===== src/rtl/clock_monitor_pkg.sv =====
// Shared types and sizing helpers for the clock_monitor block and its sub-modules.
// Pulled in with import clock_monitor_pkg::*.
package clock_monitor_pkg;

    typedef enum logic [1:0] {
        StIdle    = 2'd0,
        StMeasure = 2'd1,
        StReport  = 2'd2
    } state_e;

    // Width of the window counter: holds 0 .. window-1, never narrower than 1 bit.
    function automatic int unsigned win_cnt_width(input int unsigned window);
        return (window > 1) ? unsigned'($clog2(window)) : 1;
    endfunction

    // Width of the loss-of-clock counter: holds 0 .. timeout (saturation value).
    function automatic int unsigned lost_cnt_width(input int unsigned timeout);
        return unsigned'($clog2(timeout + 1));
    endfunction

endpackage


===== src/rtl/clock_sync_edge.sv =====
// Three-flop synchronizer for an asynchronous level with an XOR edge detector.
// Both rising and falling transitions of din produce a one-cycle edge_det pulse.
module clock_sync_edge (
    input  logic CLK,
    input  logic RST,
    input  logic din,
    output logic edge_det
);

    logic s1_q, s1_d;
    logic s2_q, s2_d;
    logic s3_q, s3_d;

    always_comb begin
        s1_d = din;
        s2_d = s1_q;
        s3_d = s2_q;
    end

    always_ff @(posedge CLK) begin
        if (RST) begin
            s1_q <= 1'b0;
            s2_q <= 1'b0;
            s3_q <= 1'b0;
        end else begin
            s1_q <= s1_d;
            s2_q <= s2_d;
            s3_q <= s3_d;
        end
    end

    // s1 may be metastable; only s2 and s3 feed the detector.
    assign edge_det = s2_q ^ s3_q;

endmodule


===== src/rtl/clock_monitor.sv =====
// Frequency / liveness monitor for a generated clock, observed through its divide-by-2 toggle.
// Define CLOCK_MONITOR_HIST_EN to add the min/max history outputs and the clrHist input.
module clock_monitor
    import clock_monitor_pkg::*;
#(
    parameter int unsigned WINDOW       = 1024,
    parameter int unsigned CNT_W        = 16,
    parameter int unsigned MIN_CNT      = 480,
    parameter int unsigned MAX_CNT      = 544,
    parameter int unsigned LOST_TIMEOUT = 64
) (
    input  logic             CLK,
    input  logic             RST,
    input  logic             enable,
    input  logic             toggleIn,
    output logic [CNT_W-1:0] measCount,
    output logic             measValid,
    output logic             inRange,
    output logic             clockLost
`ifdef CLOCK_MONITOR_HIST_EN
    ,
    input  logic             clrHist,
    output logic [CNT_W-1:0] measMin,
    output logic [CNT_W-1:0] measMax
`endif
);

    localparam int unsigned WinW  = win_cnt_width(WINDOW);
    localparam int unsigned LostW = lost_cnt_width(LOST_TIMEOUT);

    localparam logic [WinW-1:0]  WinLast = WinW'(WINDOW - 1);
    localparam logic [CNT_W-1:0] MinCnt  = CNT_W'(MIN_CNT);
    localparam logic [CNT_W-1:0] MaxCnt  = CNT_W'(MAX_CNT);
    localparam logic [CNT_W-1:0] CntSat  = {CNT_W{1'b1}};
    localparam logic [LostW-1:0] LostMax = LostW'(LOST_TIMEOUT);
    localparam logic [LostW-1:0] LostSet = LostW'(LOST_TIMEOUT - 1);

    logic tog_edge;

    state_e           state_q, state_d;
    logic [WinW-1:0]  win_cnt_q, win_cnt_d;
    logic [CNT_W-1:0] edge_cnt_q, edge_cnt_d;
    logic [CNT_W-1:0] meas_count_q, meas_count_d;
    logic             meas_valid_q, meas_valid_d;
    logic             in_range_q, in_range_d;
    logic [LostW-1:0] lost_cnt_q, lost_cnt_d;
    logic             clock_lost_q, clock_lost_d;

`ifdef CLOCK_MONITOR_HIST_EN
    logic [CNT_W-1:0] meas_min_q, meas_min_d;
    logic [CNT_W-1:0] meas_max_q, meas_max_d;
    logic [CNT_W-1:0] hist_min_base;
    logic [CNT_W-1:0] hist_max_base;
`endif

    clock_sync_edge u_sync (
        .CLK      (CLK),
        .RST      (RST),
        .din      (toggleIn),
        .edge_det (tog_edge)
    );

    // Window state machine and report registers.
    always_comb begin
        state_d      = state_q;
        win_cnt_d    = win_cnt_q;
        edge_cnt_d   = edge_cnt_q;
        meas_count_d = meas_count_q;
        in_range_d   = in_range_q;
        meas_valid_d = 1'b0;
`ifdef CLOCK_MONITOR_HIST_EN
        // A clear coinciding with REPORT lands first, then the new sample is folded in.
        hist_min_base = clrHist ? CntSat : meas_min_q;
        hist_max_base = clrHist ? '0 : meas_max_q;
        meas_min_d    = hist_min_base;
        meas_max_d    = hist_max_base;
`endif

        unique case (state_q)
            StIdle: begin
                win_cnt_d  = '0;
                edge_cnt_d = '0;
                if (enable) begin
                    state_d = StMeasure;
                end
            end

            StMeasure: begin
                if (!enable) begin
                    // Abandon the partial window; published results stay untouched.
                    state_d    = StIdle;
                    win_cnt_d  = '0;
                    edge_cnt_d = '0;
                end else begin
                    win_cnt_d = win_cnt_q + WinW'(1);
                    if (tog_edge && (edge_cnt_q != CntSat)) begin
                        edge_cnt_d = edge_cnt_q + CNT_W'(1);
                    end
                    if (win_cnt_q == WinLast) begin
                        state_d = StReport;
                    end
                end
            end

            StReport: begin
                meas_valid_d = 1'b1;
                meas_count_d = edge_cnt_q;
                in_range_d   = (edge_cnt_q >= MinCnt) && (edge_cnt_q <= MaxCnt);
                win_cnt_d    = '0;
                edge_cnt_d   = '0;
                state_d      = enable ? StMeasure : StIdle;
`ifdef CLOCK_MONITOR_HIST_EN
                meas_min_d = (edge_cnt_q < hist_min_base) ? edge_cnt_q : hist_min_base;
                meas_max_d = (edge_cnt_q > hist_max_base) ? edge_cnt_q : hist_max_base;
`endif
            end

            default: begin
                state_d    = StIdle;
                win_cnt_d  = '0;
                edge_cnt_d = '0;
            end
        endcase
    end

    // Loss-of-clock watchdog, free-running regardless of state or enable.
    always_comb begin
        lost_cnt_d   = lost_cnt_q;
        clock_lost_d = clock_lost_q;
        if (tog_edge) begin
            lost_cnt_d   = '0;
            clock_lost_d = 1'b0;
        end else begin
            if (lost_cnt_q != LostMax) begin
                lost_cnt_d = lost_cnt_q + LostW'(1);
            end
            if (lost_cnt_q >= LostSet) begin
                clock_lost_d = 1'b1;
            end
        end
    end

    always_ff @(posedge CLK) begin
        if (RST) begin
            state_q      <= StIdle;
            win_cnt_q    <= '0;
            edge_cnt_q   <= '0;
            meas_count_q <= '0;
            meas_valid_q <= 1'b0;
            in_range_q   <= 1'b0;
            lost_cnt_q   <= '0;
            clock_lost_q <= 1'b0;
        end else begin
            state_q      <= state_d;
            win_cnt_q    <= win_cnt_d;
            edge_cnt_q   <= edge_cnt_d;
            meas_count_q <= meas_count_d;
            meas_valid_q <= meas_valid_d;
            in_range_q   <= in_range_d;
            lost_cnt_q   <= lost_cnt_d;
            clock_lost_q <= clock_lost_d;
        end
    end

`ifdef CLOCK_MONITOR_HIST_EN
    always_ff @(posedge CLK) begin
        if (RST) begin
            meas_min_q <= CntSat;
            meas_max_q <= '0;
        end else begin
            meas_min_q <= meas_min_d;
            meas_max_q <= meas_max_d;
        end
    end

    assign measMin = meas_min_q;
    assign measMax = meas_max_q;
`endif

    assign measCount = meas_count_q;
    assign measValid = meas_valid_q;
    assign inRange   = in_range_q;
    assign clockLost = clock_lost_q;

endmodule


===== config.mk =====
export PLATFORM = sky130hd
export DESIGN_NAME = clock_monitor
export DESIGN_NICKNAME = d
export VERILOG_FILES = /design/src/rtl/clock_monitor_pkg.sv /design/src/rtl/clock_sync_edge.sv /design/src/rtl/clock_monitor.sv
export SDC_FILE = /design/constraint.sdc
export NUM_CORES = 1
export LEC_CHECK = 0
export CORE_MARGIN = 8
export CORE_UTILIZATION = 45
export CTS_CLUSTER_SIZE = 10
export DETAILED_ROUTE_END_ITERATION = 10
export PLACE_DENSITY = 0.65
export SLEW_MARGIN = 30
export SYNTH_ARGS = -nofsm -noshare
export SYNTH_HDL_FRONTEND = slang
export SYNTH_SLANG_ARGS = --single-unit

===== constraint.sdc =====
create_clock -name CLK -period 2.33 [get_ports CLK]
set_input_delay 0.3495 -clock CLK [delete_from_list [all_inputs] [get_ports CLK]]
set_output_delay 0.3495 -clock CLK [all_outputs]
set_load 0.01 [all_outputs]

* Word level (Yosys, flattened, before mapping)
Cells that the tools add are included.
Widths: inputs -> output; s select.
** Storage, ports and cells
- Bits in registers :: 57
- Logic and storage cells :: 39
** Cells by class
- Add/subtract/negate cells :: 3
- Magnitude comparators :: 3
- Equal/unequal tests :: 7
- Mux-type cells :: 6
- Bitwise logic cells :: 3
- Reduce and logical (&&, ||, !) cells :: 6
** Operators by type and width (count)
- $add 16x1->16 const B :: 1
- $ge 16x9->1 const B :: 1
- $le 16x10->1 const B :: 1
- $ne 16x16->1 const B :: 1
- $add 10x1->10 const B :: 1
- $eq 10x10->1 const B :: 1
- $add 7x1->7 const B :: 1
- $ge 7x6->1 const B :: 1
- $ne 7x7->1 const B :: 1
- $mux 2 :: 3
- $pmux 2 s3 :: 1
- $ne 3x3->1 const B :: 1
- $reduce_or 3->1 :: 1
- $eq 2x1->1 const B :: 1
- $eq 2x2->1 const B :: 1
- $logic_and 1x1->1 :: 2
- $logic_not 2->1 :: 1
- $mux 1 :: 2
- $ne 2x2->1 const B :: 1
- $not 1->1 :: 2
- $reduce_and 2->1 :: 1
- $reduce_or 2->1 :: 1
- $xor 1x1->1 :: 1

* Logic depth before layout (Yosys ltp)
Gate-level depths: netlist of the first run.
- Depth in word-level cells :: 4
- Gate-level depth with buffers :: 6
- Gate-level depth less buffers :: 6

* Cells and area by module
Synthesis of the first run repeated with hierarchy kept, for this count alone.
** Second synthesis, totals
- Cell total of the unflattened synthesis :: 284
- Area, all modules :: 2462.4 µm²
** Modules (own cells, without submodules)
- clock_monitor :: times used 1, cells an instance 277, area an instance 2374.8 µm², sequential area each 1081.0 µm²
- clock_sync_edge :: times used 1, cells an instance 7, area an instance 87.6 µm², sequential area each 60.1 µm²

* Worst setup path after synthesis of the first run
No wires, ideal clock.
- Kind :: flip-flop to flip-flop
- From :: register edge_cnt_q[0]
- To :: register edge_cnt_q[10]
- Library setup time :: 0.070 ns
- Data arrival time :: 1.807 ns
- Setup slack :: 0.452 ns
- Stages on the path, launching flop included :: 7
- Clock period less this slack :: 1.878 ns
- Cell sequence :: dfxtp_1 -> ha_1 -> nand3_1 -> or4_1 -> buf_2 -> or3_1 -> a21oi_1
** On the way
- Cells in the longest elaborated chain, start to end :: 2
** RTL lines
- start: declaration :: line clock_monitor.sv:42 : logic [CNT_W-1:0] edge_cnt_q, edge_cnt_d;
- start signal: assignment :: line clock_monitor.sv:156 : edge_cnt_q <= edge_cnt_d;
- branches (longest 2 deep; another with $add 16x1->16)
Parallel ways; which one is timed is not known.
A chain may end at the register's enable or synchronous reset.

* Worst setup path after layout of the first run
Ends and elaborated chain as after synthesis.

==> results of run 1 <==
-- placed cells by master (no fill, tap or decap), types with 2 or more instances in the layout --
cell              n
bufinv_16         4
nand2_1          45
nand2b_1          4
or3_1             5
o311a_1           2
o21ai_0          10
nand4_1           5
ha_1              5
nor2b_1           4
dfxtp_1          57
o21bai_1          2
inv_1             5
o21a_1            2
a21oi_1          31
and4_1            2
nor2_1           21
clkbuf_8         11
xor2_1            4
buf_4             7
nor3_1            5
and3_1            3
xnor2_1           9
clkdlybuf4s50_1  22
nand3_1          16
nor4_1            3
or4_1            10
o31ai_1           6
-- synth_stat cells (2+ instances only) --
cell type | count | area share
a21oi_1 | 31 | 0.064
and3_1 | 3 | 0.0077
and4_1 | 2 | 0.0072
buf_2 | 2 | 0.0041
clkbuf_1 | 9 | 0.014
dfxtp_1 | 57 | 0.47
ha_1 | 5 | 0.026
inv_1 | 5 | 0.0077
nand2_1 | 45 | 0.069
nand2b_1 | 4 | 0.010
nand3_1 | 16 | 0.033
nand4_1 | 5 | 0.013
nor2_1 | 21 | 0.032
nor2b_1 | 4 | 0.010
nor3_1 | 5 | 0.010
nor4_1 | 3 | 0.0077
o21a_1 | 2 | 0.0062
o21ai_0 | 10 | 0.021
o21bai_1 | 2 | 0.0062
o311a_1 | 2 | 0.0082
o31ai_1 | 6 | 0.019
or3_1 | 5 | 0.013
or4_1 | 10 | 0.031
xnor2_1 | 9 | 0.032
xor2_1 | 4 | 0.014
-- area by class of cell --
cell class / count / area, µm²
tap: 70 / 87.6
multi-input combinational: 210 / 1220
clock inverter: 5 / 125
sequential: 57 / 1140
fill: 443 / 2150
timing repair buffer: 29 / 273
inverter: 5 / 18.8
clock buffer: 11 / 151
-- kinds of logic (layout without fill, tap and decap cells) --
kind of cell / count (synthesis) / after routing / share of synthesized area
and+or+nand+nor: 133 / 133 / 0.283
AOI/OAI and AO/OA: 57 / 57 / 0.137
DFF: 57 / 57 / 0.469
buffers and inverters: 17 / 50 / 0.0278
xor gates and xnor gates: 14 / 14 / 0.0535
adders and majority gates: 5 / 5 / 0.0257
muxes: 1 / 1 / 0.00412
-- layer usage --
metal	track usage	share of wire	wire [µm]	up-vias
met5	0	0	0	-
met4	0.0453	0.0097	48	0
met3	0.0671	0.075	372	6
met2	0.216	0.43	2110	41
met1	0.171	0.49	2420	958
li1	-	-	-	1069
-- per-stage QoR --
step,cells,cell area [µm²],utilization,power [W],hold slack (ns)
floorplan,284,2430,-,0.00104,0.414
global placement,371,2740,0.530,0.00106,0.443
detailed placement,371,2740,0.530,0.00106,0.438
CTS,387,3020,0.584,0.00232,0.456
global route,387,3020,0.584,0.00239,0.465
finish,387,3020,0.584,0.00230,0.450
-- worst register-to-register path, cell delays in order (launching register included) --
cell,delay (ns)
dfxtp_1,0.44
ha_1,0.25
nand3_1,0.14
or4_1,0.64
or3_1,0.38
a21oi_1,0.14
-- power by group --
group / internal (W) / switching [W] / total, W
combinational: 0.0000232 / 0.0000269 / 0.0000501
clock: 0.000875 / 0.000383 / 0.00126
sequential: 0.000983 / 0.00000874 / 0.000991
-- worst paths after layout --
check                                   from                     endpoint  slack, ns  depth (start not counted)
setup / recovery  edge_cnt_q[0]$_SDFFE_PP0P_  edge_cnt_q[10]$_SDFFE_PP0P_       0.29                          5
hold / removal        u_sync.s1_q$_SDFF_PP0_       u_sync.s2_q$_SDFF_PP0_       0.45                          1
setup reg to reg  edge_cnt_q[0]$_SDFFE_PP0P_  edge_cnt_q[10]$_SDFFE_PP0P_       0.29                          5
hold reg to reg       u_sync.s1_q$_SDFF_PP0_       u_sync.s2_q$_SDFF_PP0_       0.45                          1
-- state kept, by name, summed over array words and instances (netlist names) --
name / cells
u_sync.s1_q: 1
u_sync.s2_q: 1
measCount: 16
win_cnt_q: 10
state_q: 2
measValid: 1
clockLost: 1
inRange: 1
edge_cnt_q: 16
u_sync.s3_q: 1
lost_cnt_q: 7
==> impl_metrics.tcl, run 1 <==
set metrics [dict create \
    run_status "finished clean" \
    dr.pass1.iters 4 \
    htreeDepth 3 \
    synth_warnings 0 \
    pre_cts_slack_ns 0.345 \
    crit_slowest_cell "or4_1" \
    yosysSeqAreaShare 0.469 \
    fin_ws_ns 0.293 \
    routed_wl_um 4950 \
    syn_to_final_growth_pct 24.2 \
    final_antenna_net_count 0 \
    cp-start-kind "register" \
    clk_latency_ns 0.33 \
    synth_cell_type_count 42 \
    io_buffers 22 \
    grt_pass1_wl_um 8780 \
    skew_ns 0.00529 \
    wire_per_inst_um 12.8 \
    crit_buf_inv 0 \
    leakage_nw 0.982 \
    setup-violations-final 0 \
    hpwlAfterDp_um 3430 \
    via_per_inst 5.36 \
    rows 26 \
    synthesis.area_um2 2430 \
    final_layout_size_suffix_gt1_frac 0.0820 \
    cp-end-kind "register" \
    fmax_mhz 491 \
    max_stage_delay_ns 0.64 \
    tightest_slew_ns 0.678 \
    vias 2074 \
    synthCells 284 \
    finalCriticalPeriod_ns 2.04 \
    synth_edf_count 0 \
    cts-hold-fix-buffers 0 \
    path_clk_slew_ns 0.07 \
    worstPathCellList "ha_1 -> nand3_1 -> or4_1 -> or3_1 -> a21oi_1" \
    critical_path_required_ns 2.60 \
    async_flop_share 0 \
    clock_sinks 57 \
    finalCritPeriodShare 0.874 \
    cts_tree "done" \
    cts_setup_buffers 0 \
    crit_arrival_ns 2.31 \
    drtIter0Drc 154 \
    critPathKind "reg2reg" \
    antenna_cells 0 \
    cts_root_buffer "clkbuf_8" \
    dieArea_um2 8010 \
    cts_resized 0 \
    drc 0 \
    cellPowerDensity_nw_per_um2 762 \
    start_util 0.470 \
    synth.avg_cell_area_um2 8.56 \
    clock_path_buffers 2 \
    finalNetCount 321 \
    grt_usage 0.142 \
    drv_cap 0 \
    irDropWorstVdd_mv 0.565 \
    grt_overflow 0 \
    gp_congestion 0.830 \
    synth-seq-cells 57 \
    final-hold-violation-count 0 \
    die_width_um 89.5 \
    grt_pass1_vias 1914 \
    finalSetupTns_ns 0 \
    syn_nets 293 \
    relSlewSlack 0.548 \
    hold_class "reg2reg" \
    antenna_found_initial 0 \
    grt_setup_unrepaired "no" \
    die_h_um 89.5 \
    slew_viol_final 0 \
    numCtsBuffers 9 \
    ios 23 \
    synth_flop_cell "dfxtp_1" \
    grt_max_degree 23 \
    cp_max_fo 7 \
    core_area_um2 5170 \
    critPathTopFamily "simple AND/OR/NAND/NOR gates" \
]
Note: power is estimated with default switching activity, not from simulation.
==> inputs of run 2 (changes only) <==
CORE_UTILIZATION = 35   (was 45)
PLACE_DENSITY = default   (was 0.65)
==> run 2 against run 1 <==
Against the previous run:
- sequential cell count is the same
- sequential power is essentially flat
- non-clock buffer count grew 2
- setup slack lost 0.0091 ns
- core utilization shrank 15 points
- maximum frequency shrank 0.44%
- first-iteration DRC count shrank 3.2%
- sequential share of layout area grew 1.1 points
- clock power shrank 39%
- final area shrank 2.9%
- wire length grew 4.2%
- critical path type unchanged
- critical endpoint unchanged
- largest cell class unchanged
- largest power group is now registers
- highest routed layer unchanged
==> impl_metrics.tcl, run 2 (synthesis gave the netlist of run 1 again) <==
set metrics [dict create \
    run_status "finished clean" \
    critical_path.startpoint "edge_cnt_q[1]$_SDFFE_PP0P_" \
    fill_cells 671 \
    dp_cells 383 \
    tightest_slew_ns 0.726 \
    skew_ns 0.00867 \
    setup-violations-final 0 \
    final_antenna_net_count 0 \
    routed_wl_um 5160 \
    rows 30 \
    hold_end "u_sync.s2_q$_SDFF_PP0_" \
    fin_ws_ns 0.284 \
    drc 0 \
    fmax_mhz 489 \
    hold_class "reg2reg" \
    crit_slowest_cell "or4_1" \
    core_area_um2 6760 \
    final_cells 399 \
    critical_path_required_ns 2.59 \
    ff2ff_path_depth 5 \
    hold_start "u_sync.s1_q$_SDFF_PP0_" \
    antenna_cells 0 \
    finalSetupTns_ns 0 \
    die_width_um 99.3 \
    htreeDepth 3 \
    grt_usage 0.112 \
    cts_resized 0 \
    cts_setup_buffers 0 \
    grt_overflow 0 \
    finalCritPeriodShare 0.878 \
    slew_viol_final 0 \
    path_clk_slew_ns 0.06 \
    die_h_um 99.3 \
    dieArea_um2 9870 \
    syn_to_final_growth_pct 20.6 \
    finalNetCount 323 \
    clock_sinks 57 \
    leakage_nw 0.935 \
    antenna_found_initial 0 \
    io_buffers 22 \
    finalPower_w 0.00181 \
    dr.pass1.iters 4 \
    max_stage_delay_ns 0.65 \
    cp-start-kind "register" \
    final_layout_size_suffix_gt1_frac 0.0846 \
    grt_setup_unrepaired "no" \
    via_per_inst 5.17 \
    cts_tree "done" \
    worstPathCellList "ha_1 -> nand3_1 -> or4_1 -> or3_1 -> a21oi_1" \
    layout_commonest_cell "dfxtp_1" \
    crit_arrival_ns 2.31 \
    relSlewSlack 0.512 \
    vias 2064 \
    cp-end-kind "register" \
    cellPowerDensity_nw_per_um2 617 \
    multi_input_area_um2 1220 \
    ios 23 \
    drtIter0Drc 149 \
    final-hold-violation-count 0 \
    gp_congestion 0.847 \
    whs_ns 0.441 \
    whs_path_depth 1 \
    clk_latency_ns 0.33 \
    rr_startpoint "edge_cnt_q[1]$_SDFFE_PP0P_" \
    start_util 0.360 \
    irDropWorstVdd_mv 0.213 \
    cts_root_buffer "clkbuf_8" \
    grt_max_degree 23 \
    wire_per_inst_um 12.9 \
    clock_path_buffers 2 \
    cts-hold-fix-buffers 0 \
    hpwlAfterDp_um 3590 \
    seqCellArea_um2 1140 \
    r2r_end "edge_cnt_q[10]$_SDFFE_PP0P_" \
    numCtsBuffers 9 \
    mostFrequentLayoutCells "dfxtp_1, nand2_1, a21oi_1, clkdlybuf4s50_1, nor2_1" \
    worst-r2r-setup-slack_ns 0.28 \
    finalCriticalPeriod_ns 2.05 \
    cp_max_fo 7 \
    critPathKind "reg2reg" \
    pre_cts_slack_ns 0.322 \
    drv_cap 0 \
    grt_pass1_vias 1947 \
    grt_pass1_wl_um 8990 \
]
## run 2: worst max path at each step
stage	cells after the start	slack, ns	to
6_report	5	0.28	edge_cnt_q[10]$_SDFFE_PP0P_
5_1_grt	5	0.15	edge_cnt_q[10]$_SDFFE_PP0P_
3_5_place_dp	5	0.32	edge_cnt_q[10]$_SDFFE_PP0P_
3_3_place_gp	5	0.36	edge_cnt_q[10]$_SDFFE_PP0P_
4_1_cts	5	0.29	edge_cnt_q[10]$_SDFFE_PP0P_
2_1_floorplan	6	0.45	edge_cnt_q[10]$_SDFFE_PP0P_
## run 2: layout make-up
class                           instances  area share
Clock buffer                           10      0.0435
Clock inverter                          6      0.0119
Inverter                                5     0.00640
Multi-Input combinational cell        210       0.417
Sequential cell                        57       0.389
Tap cell                               80      0.0341
Timing Repair Buffer                   31      0.0981
## run 2: worst max-delay path: cells and delay by family (launching register included)
family                     cells  cell delay, ns
AOI/OAI and AO/OA              1            0.14
and+or+nand+nor                3            1.16
DFF                            1            0.43
adders and majority gates      1            0.26
## run 2: layer usage
layer	GRT usage	wire length (µm)	vias up	part of all wire
met5	0	0	-	0
met4	0.0698	80	0	0.016
met3	0.0321	235	8	0.046
met2	0.167	2280	38	0.44
met1	0.138	2560	952	0.50
li1	-	-	1066	-
## run 2: metrics by stage
step | util | area (µm²)
global route | 0.434 | 2930
floorplan | - | 2430
finish | 0.434 | 2930
global placement | 0.410 | 2770
CTS | 0.434 | 2930
detailed placement | 0.410 | 2770
## run 2: power breakdown
| part | switching, W | internal [W] |
|---|---|---|
| Clock | 0.000389 | 0.000377 |
| Combinational | 0.0000274 | 0.0000247 |
| Sequential | 0.00000911 | 0.000982 |
